[config.mk]
export PLATFORM = sky130hd
export DESIGN_NAME = load_store_unit
export DESIGN_NICKNAME = d
export VERILOG_FILES = /design/src/rtl/load_store_unit.sv
export SDC_FILE = /design/constraint.sdc
export NUM_CORES = 1
export LEC_CHECK = 0
export BUFFER_PORTS_ARGS = -buffer_cell sky130_fd_sc_hd__buf_2
export CORE_ASPECT_RATIO = 1.25
export CORE_MARGIN = 3
export CORE_UTILIZATION = 45
export CTS_CLUSTER_SIZE = 24
export DETAILED_ROUTE_END_ITERATION = 8
export HOLD_SLACK_MARGIN = 0.12
export PLACE_DENSITY = 0.82
export SLEW_MARGIN = 20
export SYNTH_ARGS = -nofsm -noshare
export SYNTH_HDL_FRONTEND = slang
export SYNTH_SLANG_ARGS = --single-unit
export TNS_END_PERCENT = 10
[constraint.sdc]
create_clock -name clk -period 5.4 [get_ports clk]
set_input_delay 0 -clock clk [delete_from_list [all_inputs] [get_ports clk]]
set_output_delay 0 -clock clk [all_outputs]
set_load 0.03 [all_outputs]
[src/rtl/load_store_unit.sv]
// load_store_unit: MEM-stage load/store engine for a byte-addressed memory with
// asynchronous 4-byte reads and 4-byte falling-edge writes.
//   req_*       : request from MEM stage (valid/ready handshake)
//   mem_*       : memory port (address, write enable, write data, read data)
//   wb_*        : registered load writeback (1-cycle valid pulse)
//   misalign    : registered 1-cycle fault pulse
//   stall       : ~req_ready
// Word stores and all loads complete in the accept cycle. Byte and half stores
// read-modify-write the 4-byte window at the address over two extra cycles.
module load_store_unit (
  input  logic        clk,
  input  logic        reset,
  input  logic        req_valid,
  output logic        req_ready,
  input  logic        req_is_load,
  input  logic        req_is_store,
  input  logic [1:0]  req_size,
  input  logic        req_unsigned,
  input  logic [31:0] req_addr,
  input  logic [31:0] req_wdata,
  input  logic [4:0]  req_rd,
  output logic [31:0] mem_address,
  output logic        mem_writeEnable,
  output logic [31:0] mem_writeData,
  input  logic [31:0] mem_readData,
  output logic        wb_valid,
  output logic [4:0]  wb_rd,
  output logic [31:0] wb_data,
  output logic        misalign,
  output logic        stall
);

  typedef enum logic [1:0] {IDLE, RMW_RD, RMW_WR} state_t;

  state_t      state_q, state_d;
  logic [31:0] addr_q, addr_d;
  logic [1:0]  size_q, size_d;
  logic [15:0] wdata_q, wdata_d;
  logic [31:0] merge_q, merge_d;
  logic        wb_valid_q, wb_valid_d;
  logic [4:0]  wb_rd_q, wb_rd_d;
  logic [31:0] wb_data_q, wb_data_d;
  logic        misalign_q, misalign_d;

  logic        accept, is_ld, is_st, mis;
  logic [31:0] ld_ext, merged;

  assign req_ready = (state_q == IDLE) && !reset;
  assign stall     = ~req_ready;
  assign accept    = req_valid && req_ready;
  // Exactly one of load/store qualifies; both or neither is a no-op.
  assign is_ld     = req_is_load  & ~req_is_store;
  assign is_st     = req_is_store & ~req_is_load;
  assign mis       = (req_size == 2'b11) ||
                     (req_size == 2'b01 && req_addr[0]) ||
                     (req_size == 2'b10 && req_addr[1:0] != 2'b00);

  always_comb begin
    ld_ext = mem_readData;
    unique case (req_size)
      2'b00:   ld_ext = {{24{~req_unsigned & mem_readData[7]}},  mem_readData[7:0]};
      2'b01:   ld_ext = {{16{~req_unsigned & mem_readData[15]}}, mem_readData[15:0]};
      default: ld_ext = mem_readData;
    endcase
  end

  assign merged = (size_q == 2'b00) ? {merge_q[31:8],  wdata_q[7:0]}
                                    : {merge_q[31:16], wdata_q};

  always_comb begin
    state_d         = state_q;
    addr_d          = addr_q;
    size_d          = size_q;
    wdata_d         = wdata_q;
    merge_d         = merge_q;
    wb_valid_d      = 1'b0;
    wb_rd_d         = wb_rd_q;
    wb_data_d       = wb_data_q;
    misalign_d      = 1'b0;
    mem_address     = req_addr;
    mem_writeEnable = 1'b0;
    mem_writeData   = req_wdata;

    unique case (state_q)
      IDLE: begin
        if (accept) begin
          if ((is_ld || is_st) && mis) begin
            misalign_d = 1'b1;
          end else if (is_ld) begin
            wb_valid_d = 1'b1;
            wb_rd_d    = req_rd;
            wb_data_d  = ld_ext;
          end else if (is_st && req_size == 2'b10) begin
            mem_writeEnable = 1'b1;
          end else if (is_st) begin
            addr_d  = req_addr;
            size_d  = req_size;
            wdata_d = req_wdata[15:0];
            state_d = RMW_RD;
          end
        end
      end
      RMW_RD: begin
        mem_address = addr_q;
        merge_d     = mem_readData;
        state_d     = RMW_WR;
      end
      RMW_WR: begin
        mem_address     = addr_q;
        mem_writeData   = merged;
        // Reset landing here must abort the write, not just the next state.
        mem_writeEnable = !reset;
        state_d         = IDLE;
      end
      default: state_d = IDLE;
    endcase
  end

  always_ff @(posedge clk) begin
    if (reset) begin
      state_q    <= IDLE;
      addr_q     <= '0;
      size_q     <= '0;
      wdata_q    <= '0;
      merge_q    <= '0;
      wb_valid_q <= 1'b0;
      wb_rd_q    <= '0;
      wb_data_q  <= '0;
      misalign_q <= 1'b0;
    end else begin
      state_q    <= state_d;
      addr_q     <= addr_d;
      size_q     <= size_d;
      wdata_q    <= wdata_d;
      merge_q    <= merge_d;
      wb_valid_q <= wb_valid_d;
      wb_rd_q    <= wb_rd_d;
      wb_data_q  <= wb_data_d;
      misalign_q <= misalign_d;
    end
  end

  assign wb_valid = wb_valid_q;
  assign wb_rd    = wb_rd_q;
  assign wb_data  = wb_data_q;
  assign misalign = misalign_q;

endmodule

==> out/results.txt, run 1 <==
Sw power = 1051 uW
Fraction of layout cells with a size suffix above 1 = 36.44%
Clk pin slew, worst setup/hold paths = 0.05 ns
Drt wl/cell = 17.30 um
Antenna Nets Post-Route = 0
Max-Cap Viols = 0
Fill count = 840
Count of state elements after synthesis = 115
Seq/Total Area, Yosys = 42.22%
Fin. max-slew vios = 0
Die width = 104.5 um
Simple-Gate Fraction of Synth Area = 11.31%
Worst slew pin tran = 1.003 ns
Core area = 0.01173 mm2
Outcome = finished, final reports clean
Mux contribution to synthesized area = 17.99%
Drt drc = 0
Hold Vio Cnt, Final = 0
CTS resizes = 0
Synth top cells by count = dfxtp_1, a21oi_1, nand3_1
Setup Total Neg Slack = 0 ns
Relative slew margins = 32.74%
Initial antenna violation count = 0
Max Fclk = 420.6 MHz
Post-DP HPWL = 10150 um
Sw frac = 33.01%
GPL Wtd Cong = 0.8526
Final setup margin = 3.022 ns
Synth area leader = dfxtp_1
P&R area growth vs syn = 49.89%
Peak supply drop = 0.2324 mV
Most common cell in the netlist = dfxtp_1
Post-Syn Area = 0.005453 mm2
Synth area leaders = dfxtp_1, mux2_2, a21oi_1
Vias in the first global route = 5771
Critical path arrival = 2.63 ns
Worst slack, placed = 2.997 ns
Clk_lat worst skew = 0.41 ns
Register share of total power = 29.6%
Synth Area in Compound Gates = 20.47%
Post-Syn Nets = 726
CTS Root Cell = clkbuf_16
Row count = 44
Async SR Flop Fraction = 0%
CTS Buf Count = 17
Gr ovfl total = 0
Final Setup Violations = 0
Die area = 0.01348 mm2
Synth Instances = 610
Clk pwr share = 38.5%
Crit Path Max Fanout = 81
Logic gate share of total power = 31.9%
Cell-internal power = 2132 uW
EDFF count, synth = 0
Total Routing Usage GR = 25.97%
Starting density of the core = 46.50%
DRT Pass-1 Iters = 5
Via count = 5836
Vias per cell = 5.500
Die Ht = 129.1 um
Post-Syn Area per Cell = 8.939 um2
Io pins = 215
Clock period minus worst slack = 2.378 ns
Crit path capture type = flop
Final WL = 18350 um
1st-iter DRT viols = 397
Hold crit path type = in2reg
Period utilization = 44.03%
Post-Synth Adder-Cell Area = 1.606%
Synth cell types = 35
Share of the synthesized area in the top cell type = 42.22%
LEAKAGE = 0.003426 uW
PortBufs = 214
First-pass GRT wire length = 28540 um
H-Tree Depth = 4
Largest family of logic cells by synthesized area = compound AO/OA/AOI/OAI gates
XOR/XNOR Fraction of Synth Area = 0%
WP data required = 5.65 ns
Syn. warnings = 0
Largest net degree at the start of global routing = 82
N_diodes = 0
# nets final = 1003
RSZ-0062 raised after global routing = false
PwrDens = 389.4 mW/mm2
Clock Tree Buf Depth = 2
CTS tree = yes
Setup CP Type = reg2reg
Primary FF master, synth = dfxtp_1
CTS Sinks = 115
Worst setup SP type = flop
Layout Skew = 0.004728 ns
[placed cells by master, fill, tap and decap left out, types with 2 or more instances in the layout]
| cell | synthesis | routed |
|---|---|---|
| a211oi_1 | 8 | 8 |
| a211oi_2 | 9 | 9 |
| a21oi_1 | 103 | 103 |
| a221oi_1 | 8 | 8 |
| buf_2 | 18 | 213 |
| buf_4 | 4 | 7 |
| bufinv_16 | 0 | 4 |
| clkbuf_1 | 31 | 2 |
| clkbuf_16 | 0 | 17 |
| clkbuf_8 | 0 | 5 |
| clkinv_2 | 0 | 2 |
| dfxtp_1 | 115 | 115 |
| dlygate4sd3_1 | 0 | 98 |
| ha_1 | 7 | 6 |
| inv_1 | 16 | 16 |
| mux2_2 | 56 | 56 |
| mux2i_1 | 35 | 35 |
| nand2_1 | 9 | 9 |
| nand2b_1 | 5 | 4 |
| nand3_1 | 64 | 64 |
| nor2_1 | 32 | 32 |
| nor2b_1 | 4 | 3 |
| nor3_2 | 2 | 2 |
| o21ai_0 | 55 | 55 |
| o21ai_1 | 9 | 9 |
[power groups by stage]
| stage | Sequential [uW] | Clock [uW] | Combinational (uW) |
|---|---|---|---|
| global route | 948 | 1270 | 1080 |
| detailed placement | 958 | 0 | 920 |
| CTS | 941 | 1230 | 992 |
| global placement | 956 | 0 | 915 |
| floorplan | 975 | 0 | 675 |
| finish | 943 | 1230 | 1010 |
[critical path: stages, from the launching register on]
cell and delay [ns]:
dfxtp_1 0.34, inv_1 0.11, ha_1 0.24, and4bb_2 0.29
a22o_4 0.71, nand2_8 0.13, inv_4 0.23, a211oi_1 0.11
[path summary, 6_finish.rpt]
| check | from | to | slack (ns) | depth (start not counted) |
|---|---|---|---|---|
| worst max-delay path | state_q[0] | wb_data[20] | 3.02 | 7 |
| worst min-delay path | req_is_store | size_q[0] | 0.27 | 5 |
| worst max register to register | state_q[0] | wb_data[20] | 3.02 | 7 |
| worst min register to register | addr_q[18] | addr_q[18] | 0.47 | 2 |
[sequential cells by signal (all words and copies together), names as in the netlist]
signal	flops
size_q	2
wb_rd	5
merge_q	24
misalign	1
wb_valid	1
addr_q	32
wb_data	32
wdata_q	16
state_q	2
[repair_timing]
| item | CTS | global route |
|---|---|---|
| hold buffers | 98 | 0 |
| setup buffers | 0 | 0 |
| hold endpoints to repair | 112 | 0 |
[cells by family after synthesis]
kind of cell / Yosys count
AO/OA/AOI/OAI: 197
AND/OR/NAND/NOR: 122
flip-flops: 115
multiplexers: 91
buffers and inverters: 78
adder cells (fa/ha/maj): 7
[per-stage QoR]
stage	hold slack [ns]	instance area, um2	total power, uW	utilization [%]	instances
finish	0.2736	8173	3183	69.70	1061
detailed placement	0.2539	6516	1878	55.57	930
global placement	0.2456	6516	1871	55.57	930
global route	0.3024	8173	3295	69.70	1061
floorplan	0.1205	5453	1649	-	610
CTS	0.2558	8145	3163	69.46	1060
[final cells by class]
type	count	area (um2)	share of cell area, %
flip-flops and latches	115	2302	28.17
clock inverters	8	146.4	1.791
multi-input cells	417	2828	34.60
well taps	161	201.4	2.465
repair buffers	319	2127	26.03
clock buffers	24	501.7	6.139
inverters	17	66.31	0.8114
[routing by layer]
layer / global-route usage [%] / vias to the layer above / routed length (um)
met5: 0 / - / 0
met1: 30.05 / 2721 / 6980
met4: 11.74 / 0 / 576
met3: 5.481 / 60 / 1320
met2: 46.31 / 321 / 9472
li1: - / 2734 / -
Power figures use the tool's default switching activity.
==> run 2, diff against run 1 <==
ABC_AREA = 1   (was unset)
clock period = 2.3 ns   (was 5.4 ns; I/O delays follow)
==> out/results.txt, run 2 <==
Initial antenna violation count = 1 (was 0)
Relative slew margins = 53.68% (was 32.74%)
Fin. max-slew vios = 0 (unchanged)
Synth area leader = dfxtp_1 (unchanged)
CTS Root Cell = clkbuf_16 (unchanged)
Crit path depth = 11 (was 7)
Antenna Nets Post-Route = 0 (unchanged)
Hold crit path type = in2reg (unchanged)
Clock Tree Buf Depth = 2 (unchanged)
Seq/Total Area, Yosys = 42.90% (was 42.22%)
Post-Syn Nets = 914 (was 726)
Placed instance count = 1128 (was 930)
Worst setup SP type = flop (unchanged)
Setup CP Type = reg2reg (unchanged)
Total Routing Usage GR = 25.45% (was 25.97%)
EDFF count, synth = 0 (unchanged)
Max Fclk = 468.4 MHz (was 420.6 MHz)
CTS tree = yes (unchanged)
LEAKAGE = 0.004066 uW (was 0.003426 uW)
Commonest non-fill, non-tap cells in the layout = nor2_1, buf_2, nand2_1 (was buf_2, dfxtp_1, a21oi_1)
Synth area leaders = dfxtp_1, nor2_1, nand2_1 (was dfxtp_1, mux2_2, a21oi_1)
Clk pin slew, worst setup/hold paths = 0.05 ns (about the same)
Core area = 0.01135 mm2 (was 0.01173 mm2)
Peak supply drop = 0.9553 mV (was 0.2324 mV)
Starting density of the core = 47.27% (was 46.50%)
CP Buf/Inv Count = 4 (was 2)
Critical path arrival = 2.41 ns (was 2.63 ns)
Crit path max-delay family = buffers and inverters (was compound AO/OA/AOI/OAI gates)
Via count = 6198 (was 5836)
Crit Path Max Fanout = 20 (was 81)
Vias in the first global route = 5932 (was 5771)
Async SR Flop Fraction = 0% (unchanged)
P&R area growth vs syn = 50.94% (was 49.89%)
1st-iter DRT viols = 534 (was 397)
CP Cell Sequence = inv_2 -> ha_4 -> inv_2 -> nor2_4 -> nand2_2 -> nor2_2 -> nand3_2 -> buf_4 -> nand2_1 -> a21oi_1 -> dlygate4sd3_1 (was inv_1 -> ha_1 -> and4bb_2 -> a22o_4 -> nand2_8 -> inv_4 -> a211oi_1)
Largest net degree at the start of global routing = 75 (was 82)
Worst reg-to-reg setup slack = 0.17 ns (was 3.02 ns)
Count of state elements after synthesis = 115 (unchanged)
Most common cell after layout, fill and taps aside = nor2_1 (was buf_2)
Post-DP HPWL = 10160 um (was 10150 um)
GPL Wtd Cong = 0.8673 (was 0.8526)
Synth Instances = 798 (was 610)
Gr ovfl total = 0 (unchanged)
Final Util = 71.35% (was 69.70%)
R2R cell count = 11 (was 7)
DRT Pass-1 Iters = 6 (was 5)
CTS Sinks = 115 (unchanged)
CP max stage delay = 0.58 ns (was 0.71 ns)
PwrDens = 1165 mW/mm2 (was 389.4 mW/mm2)
Die Ht = 128.1 um (was 129.1 um)
Min Hold Slack = 0.2614 ns (was 0.2736 ns)
Crit path capture = wdata_q[10] (was wb_data[20])
First-pass GRT wire length = 27810 um (was 28540 um)
Row count = 43 (was 44)
Die width = 103.7 um (was 104.5 um)
Drt drc = 0 (unchanged)
PortBufs = 214 (unchanged)
Synth cell types = 23 (was 35)
Final Setup Violations = 0 (unchanged)
Fraction of layout cells with a size suffix above 1 = 25.98% (was 36.44%)
Outcome = finished, final reports clean (unchanged)
Crit path capture type = flop (unchanged)
Clock period minus worst slack = 2.135 ns (was 2.378 ns)
Primary FF master, synth = dfxtp_1 (unchanged)
Max-Cap Viols = 0 (unchanged)
Die area = 0.01328 mm2 (was 0.01348 mm2)
Post-Syn Area = 0.005366 mm2 (was 0.005453 mm2)
Clk_lat worst skew = 0.40 ns (was 0.41 ns)
Share of the synthesized area in the top cell type = 42.90% (was 42.22%)
Final WL = 17130 um (was 18350 um)
Hold Vio Cnt, Final = 0 (unchanged)
Setup Total Neg Slack = 0 ns (unchanged)
Vias per cell = 4.923 (was 5.500)
Drt wl/cell = 13.61 um (was 17.30 um)
Synth top cells by count = nor2_1, nand2_1, dfxtp_1 (was dfxtp_1, a21oi_1, nand3_1)
Slowest-stage cell, CP = dlygate4sd3_1 (was a22o_4)
Post-Syn Area per Cell = 6.725 um2 (was 8.939 um2)
Buffer count from post-CTS setup fixing = 0 (unchanged)
Reg-to-Reg Start = state_q[0] (unchanged)
H-Tree Depth = 4 (unchanged)
RSZ-0062 raised after global routing = false (unchanged)
Most common cell in the netlist = nor2_1 (was dfxtp_1)
# nets final = 1205 (was 1003)
Io pins = 215 (unchanged)
CTS Buf Count = 17 (unchanged)
Critical R2R Capture = wdata_q[10] (was wb_data[20])
Hold_sp = req_size[1] (was req_is_store)
Period utilization = 92.82% (was 44.03%)
Worst slew pin tran = 0.6927 ns (was 1.003 ns)
WP data required = 2.58 ns (was 5.65 ns)
Layout Skew = 0.007609 ns (was 0.004728 ns)
Critical path startpoint = state_q[0] (unchanged)
Syn. warnings = 0 (unchanged)
Non-Filler Instances = 1259 (was 1061)
Most frequent CP cell = inv_2
Total power = 9436 uW (was 3183 uW)
==> run 2: repair_timing <==
item                       CTS  global route
resized for setup            0             3
hold buffers                99             0
setup endpoints to repair    0            10
hold endpoints to repair   111             0
==> run 2: area by class of cell <==
| class | count | area [um2] |
|---|---|---|
| multi-input cells | 566 | 2587 |
| flip-flops and latches | 115 | 2302 |
| diodes | 1 | 2.502 |
| well taps | 157 | 196.4 |
| fillers | 850 | 3252 |
| clock buffers | 21 | 460.4 |
| clock inverters | 10 | 108.9 |
| repair buffers | 325 | 2202 |
| inverters | 64 | 240.2 |
==> run 2: cell families (layout without fill, tap and decap cells) <==
| family | count (synthesis) | count (layout) | synth area share, % |
|---|---|---|---|
| AO/OA/AOI/OAI | 141 | 141 | 13.38 |
| flip-flops | 115 | 115 | 42.90 |
| adder cells (fa/ha/maj) | 7 | 7 | 1.632 |
| multiplexers | 16 | 16 | 3.357 |
| AND/OR/NAND/NOR | 402 | 402 | 29.56 |
| buffers and inverters | 117 | 420 | 9.163 |
| other | 0 | 1 | 0 |
==> run 2: routing by layer <==
layer	track usage [%]	wire length, um	up-vias
li1	-	-	3102
met1	27.78	6852	2774
met2	47.03	8670	276
met3	6.045	1153	44
met4	11.19	441	2
met5	0	14	-
==> run 2: worst min path at each step <==
stage	cells after the start	endpoint	slack, ns
after floorplan	1	req_ready	0.05
after global placement	3	addr_q[29]	0.24
after detailed placement	3	addr_q[20]	0.24
after CTS	5	wb_data[24]	0.23
after global routing	5	wb_data[24]	0.30
final	5	wb_data[24]	0.26
==> run 2: metrics by stage <==
step           area (um2)  worst slack [ns]
2_1_floorplan        5366            0.5191
3_3_place_gp         6528            0.5765
3_5_place_dp         6528            0.5292
4_1_cts              8088            0.1090
5_1_grt              8098          0.004589
6_report             8100            0.1651
==> run 2: power by group <==
group / switching, uW / internal (uW) / total, uW
Clock: 894 / 1630 / 2530
Sequential: 111 / 2210 / 2330
Combinational: 3150 / 1430 / 4580
Total: 4150 / 5280 / 9440
==> run 2: worst register-to-register path, delay by kind of cell, from the launching register on <==
| family | cells | cell delay (ns) |
|---|---|---|
| buffers and inverters | 4 | 0.96 |
| AND/OR/NAND/NOR | 5 | 0.49 |
| flip-flops | 1 | 0.33 |
| adder cells (fa/ha/maj) | 1 | 0.17 |
| AO/OA/AOI/OAI | 1 | 0.06 |
==> run 3, diff against run 2 <==
BUFFER_PORTS_ARGS = unset   (was -buffer_cell sky130_fd_sc_hd__buf_2)
DONT_BUFFER_PORTS = 1   (was unset)
PLACE_DENSITY = 0.67   (was 0.82)
==> out/results.txt, run 3 (synthesis results as in run 2) <==
Outcome = finished, final reports clean (unchanged)
CTS Sinks = 115 (unchanged)
CP Cell Sequence = inv_2 -> ha_2 -> buf_12 -> nor2_1 -> a31oi_1 -> buf_4 (was inv_2 -> ha_4 -> inv_2 -> nor2_4 -> nand2_2 -> nor2_2 -> nand3_2 -> buf_4 -> nand2_1 -> a21oi_1 -> dlygate4sd3_1)
Critical path arrival = 2.14 ns (was 2.41 ns)
Io pins = 215 (unchanged)
Final instance area = 0.007452 mm2 (was 0.008100 mm2)
Die area = 0.01328 mm2 (unchanged)
Clock period minus worst slack = 2.144 ns (was 2.135 ns)
Min Hold Slack = 0.1970 ns (was 0.2614 ns)
Worst slew pin tran = 0.7506 ns (was 0.6927 ns)
Antenna Nets Post-Route = 0 (unchanged)
CTS tree = yes (unchanged)
Post-DP HPWL = 9837 um (was 10160 um)
Relative slew margins = 49.88% (was 53.68%)
PwrDens = 1348 mW/mm2 (was 1165 mW/mm2)
Hold crit path type = in2reg (unchanged)
1st-iter DRT viols = 311 (was 534)
Crit path capture type = primary output (was flop)
Max-Cap Viols = 0 (unchanged)
GPL Wtd Cong = 0.8021 (was 0.8673)
PortBufs = 0 (was 214)
Gr ovfl total = 0 (unchanged)
Initial antenna violation count = 0 (was 1)
CP max stage delay = 0.53 ns (was 0.58 ns)
N_diodes = 0 (was 1)
First-pass GRT wire length = 25880 um (was 27810 um)
Buffer count from post-CTS setup fixing = 0 (unchanged)
Setup Total Neg Slack = 0 ns (unchanged)
Hold Vio Cnt, Final = 0 (unchanged)
Slowest-stage cell, CP = ha_2 (was dlygate4sd3_1)
LEAKAGE = 0.003366 uW (was 0.004066 uW)
Fin. max-slew vios = 0 (unchanged)
Clock Tree Buf Depth = 2 (unchanged)
Via count = 5550 (was 6198)
H-Tree Depth = 4 (unchanged)
Total Routing Usage GR = 23.55% (was 25.45%)
Final Setup Violations = 0 (unchanged)
Starting density of the core = 47.27% (unchanged)
Most common cell after layout, fill and taps aside = nor2_1 (unchanged)
CTS Buf Count = 17 (unchanged)
WP data required = 2.30 ns (was 2.58 ns)
Drt drc = 0 (unchanged)
Post-DP Area = 0.005782 mm2 (was 0.006528 mm2)
DRT Pass-1 Iters = 7 (was 6)
Vias in the first global route = 5447 (was 5932)
Layout Skew = 0.009244 ns (was 0.007609 ns)
Final Util = 65.65% (was 71.35%)
Drt wl/cell = 14.77 um (was 13.61 um)
P&R area growth vs syn = 38.87% (was 50.94%)
Die width = 103.7 um (unchanged)
Period utilization = 93.22% (was 92.82%)
Fraction of layout cells with a size suffix above 1 = 12.86% (was 25.98%)
Vias per cell = 5.092 (was 4.923)
Total power = 10050 uW (was 9436 uW)
Peak supply drop = 1.067 mV (was 0.9553 mV)
Row count = 43 (unchanged)
Commonest non-fill, non-tap cells in the layout = nor2_1, nand2_1, dfxtp_1 (was nor2_1, buf_2, nand2_1)
CTS Root Cell = clkbuf_16 (unchanged)
Core area = 0.01135 mm2 (unchanged)
# nets final = 1036 (was 1205)
Clk pin slew, worst setup/hold paths = 0.06 ns (was 0.05 ns)
Max Fclk = 466.4 MHz (was 468.4 MHz)
Die Ht = 128.1 um (unchanged)
RSZ-0062 raised after global routing = false (unchanged)
Clk_lat worst skew = 0.40 ns (about the same)
Setup CP Type = reg2out (was reg2reg)
Final WL = 16100 um (was 17130 um)
Worst setup SP type = flop (unchanged)
Largest net degree at the start of global routing = 95 (was 75)
Crit Path Max Fanout = 33 (was 20)
-- run 3: changes by cell type in the layout (fill, tap and decap cells not counted), sizes merged --
cell	previous run	this run
diode	1	0
inv	64	67
buf	226	57
clkinv	6	5
clkbuf	21	18
clkinvlp	2	1
bufinv	2	5
-- run 3: worst paths after layout --
| check | from | end | slack, ns | cells after the start |
|---|---|---|---|---|
| setup / recovery | state_q[0] | mem_writeData[9] | 0.16 | 6 |
| hold / removal | req_size[1] | wdata_q[10] | 0.20 | 6 |
| setup reg to reg | state_q[0] | wdata_q[12] | 0.17 | 10 |
| hold reg to reg | wdata_q[9] | wdata_q[9] | 0.46 | 2 |
-- run 3: final cells by class --
class	instances	area, um2
Fill cell	912	3900
Multi-Input combinational cell	566	2587
Sequential cell	115	2302
Timing Repair Buffer	156	1460
Clock buffer	18	439.2
Inverter	64	240.2
Clock inverter	14	226.5
Tap cell	157	196.4
-- run 3: routing by layer --
metal,global-route usage (%),vias up,part of all wire (%)
li1,-,2761,-
met1,25.75,2500,39
met2,41.10,236,50
met3,7.254,53,7.7
met4,12.60,0,3.6
met5,0,-,0
-- run 3: repair_timing --
item                                   CTS  global route
gates resized for setup                  0             4
setup endpoints to repair                0            52
endpoints found under the hold margin  114             0
hold buffers                            99             0
-- run 3: critical path, delay by kind of cell (launching register included) --
| kind | cells | cell delay [ns] |
|---|---|---|
| buffers and inverters | 3 | 0.57 |
| adders and majority gates | 1 | 0.53 |
| DFF | 1 | 0.34 |
| AOI/OAI and AO/OA | 1 | 0.23 |
| and+or+nand+nor | 1 | 0.06 |
-- run 3: report_power, final --
part / switching (uW) / total, uW / internal [uW]
combinational: 3050 / 4670 / 1620
clock: 1000 / 2970 / 1970
sequential: 193 / 2410 / 2210
-- run 3: through the flow --
step | setup slack (ns) | std cells
global placement | 0.3304 | 959
finish | 0.1560 | 1090
floorplan | 0.5191 | 798
CTS | 0.07093 | 1090
detailed placement | 0.2237 | 959
global route | 0.04375 | 1090
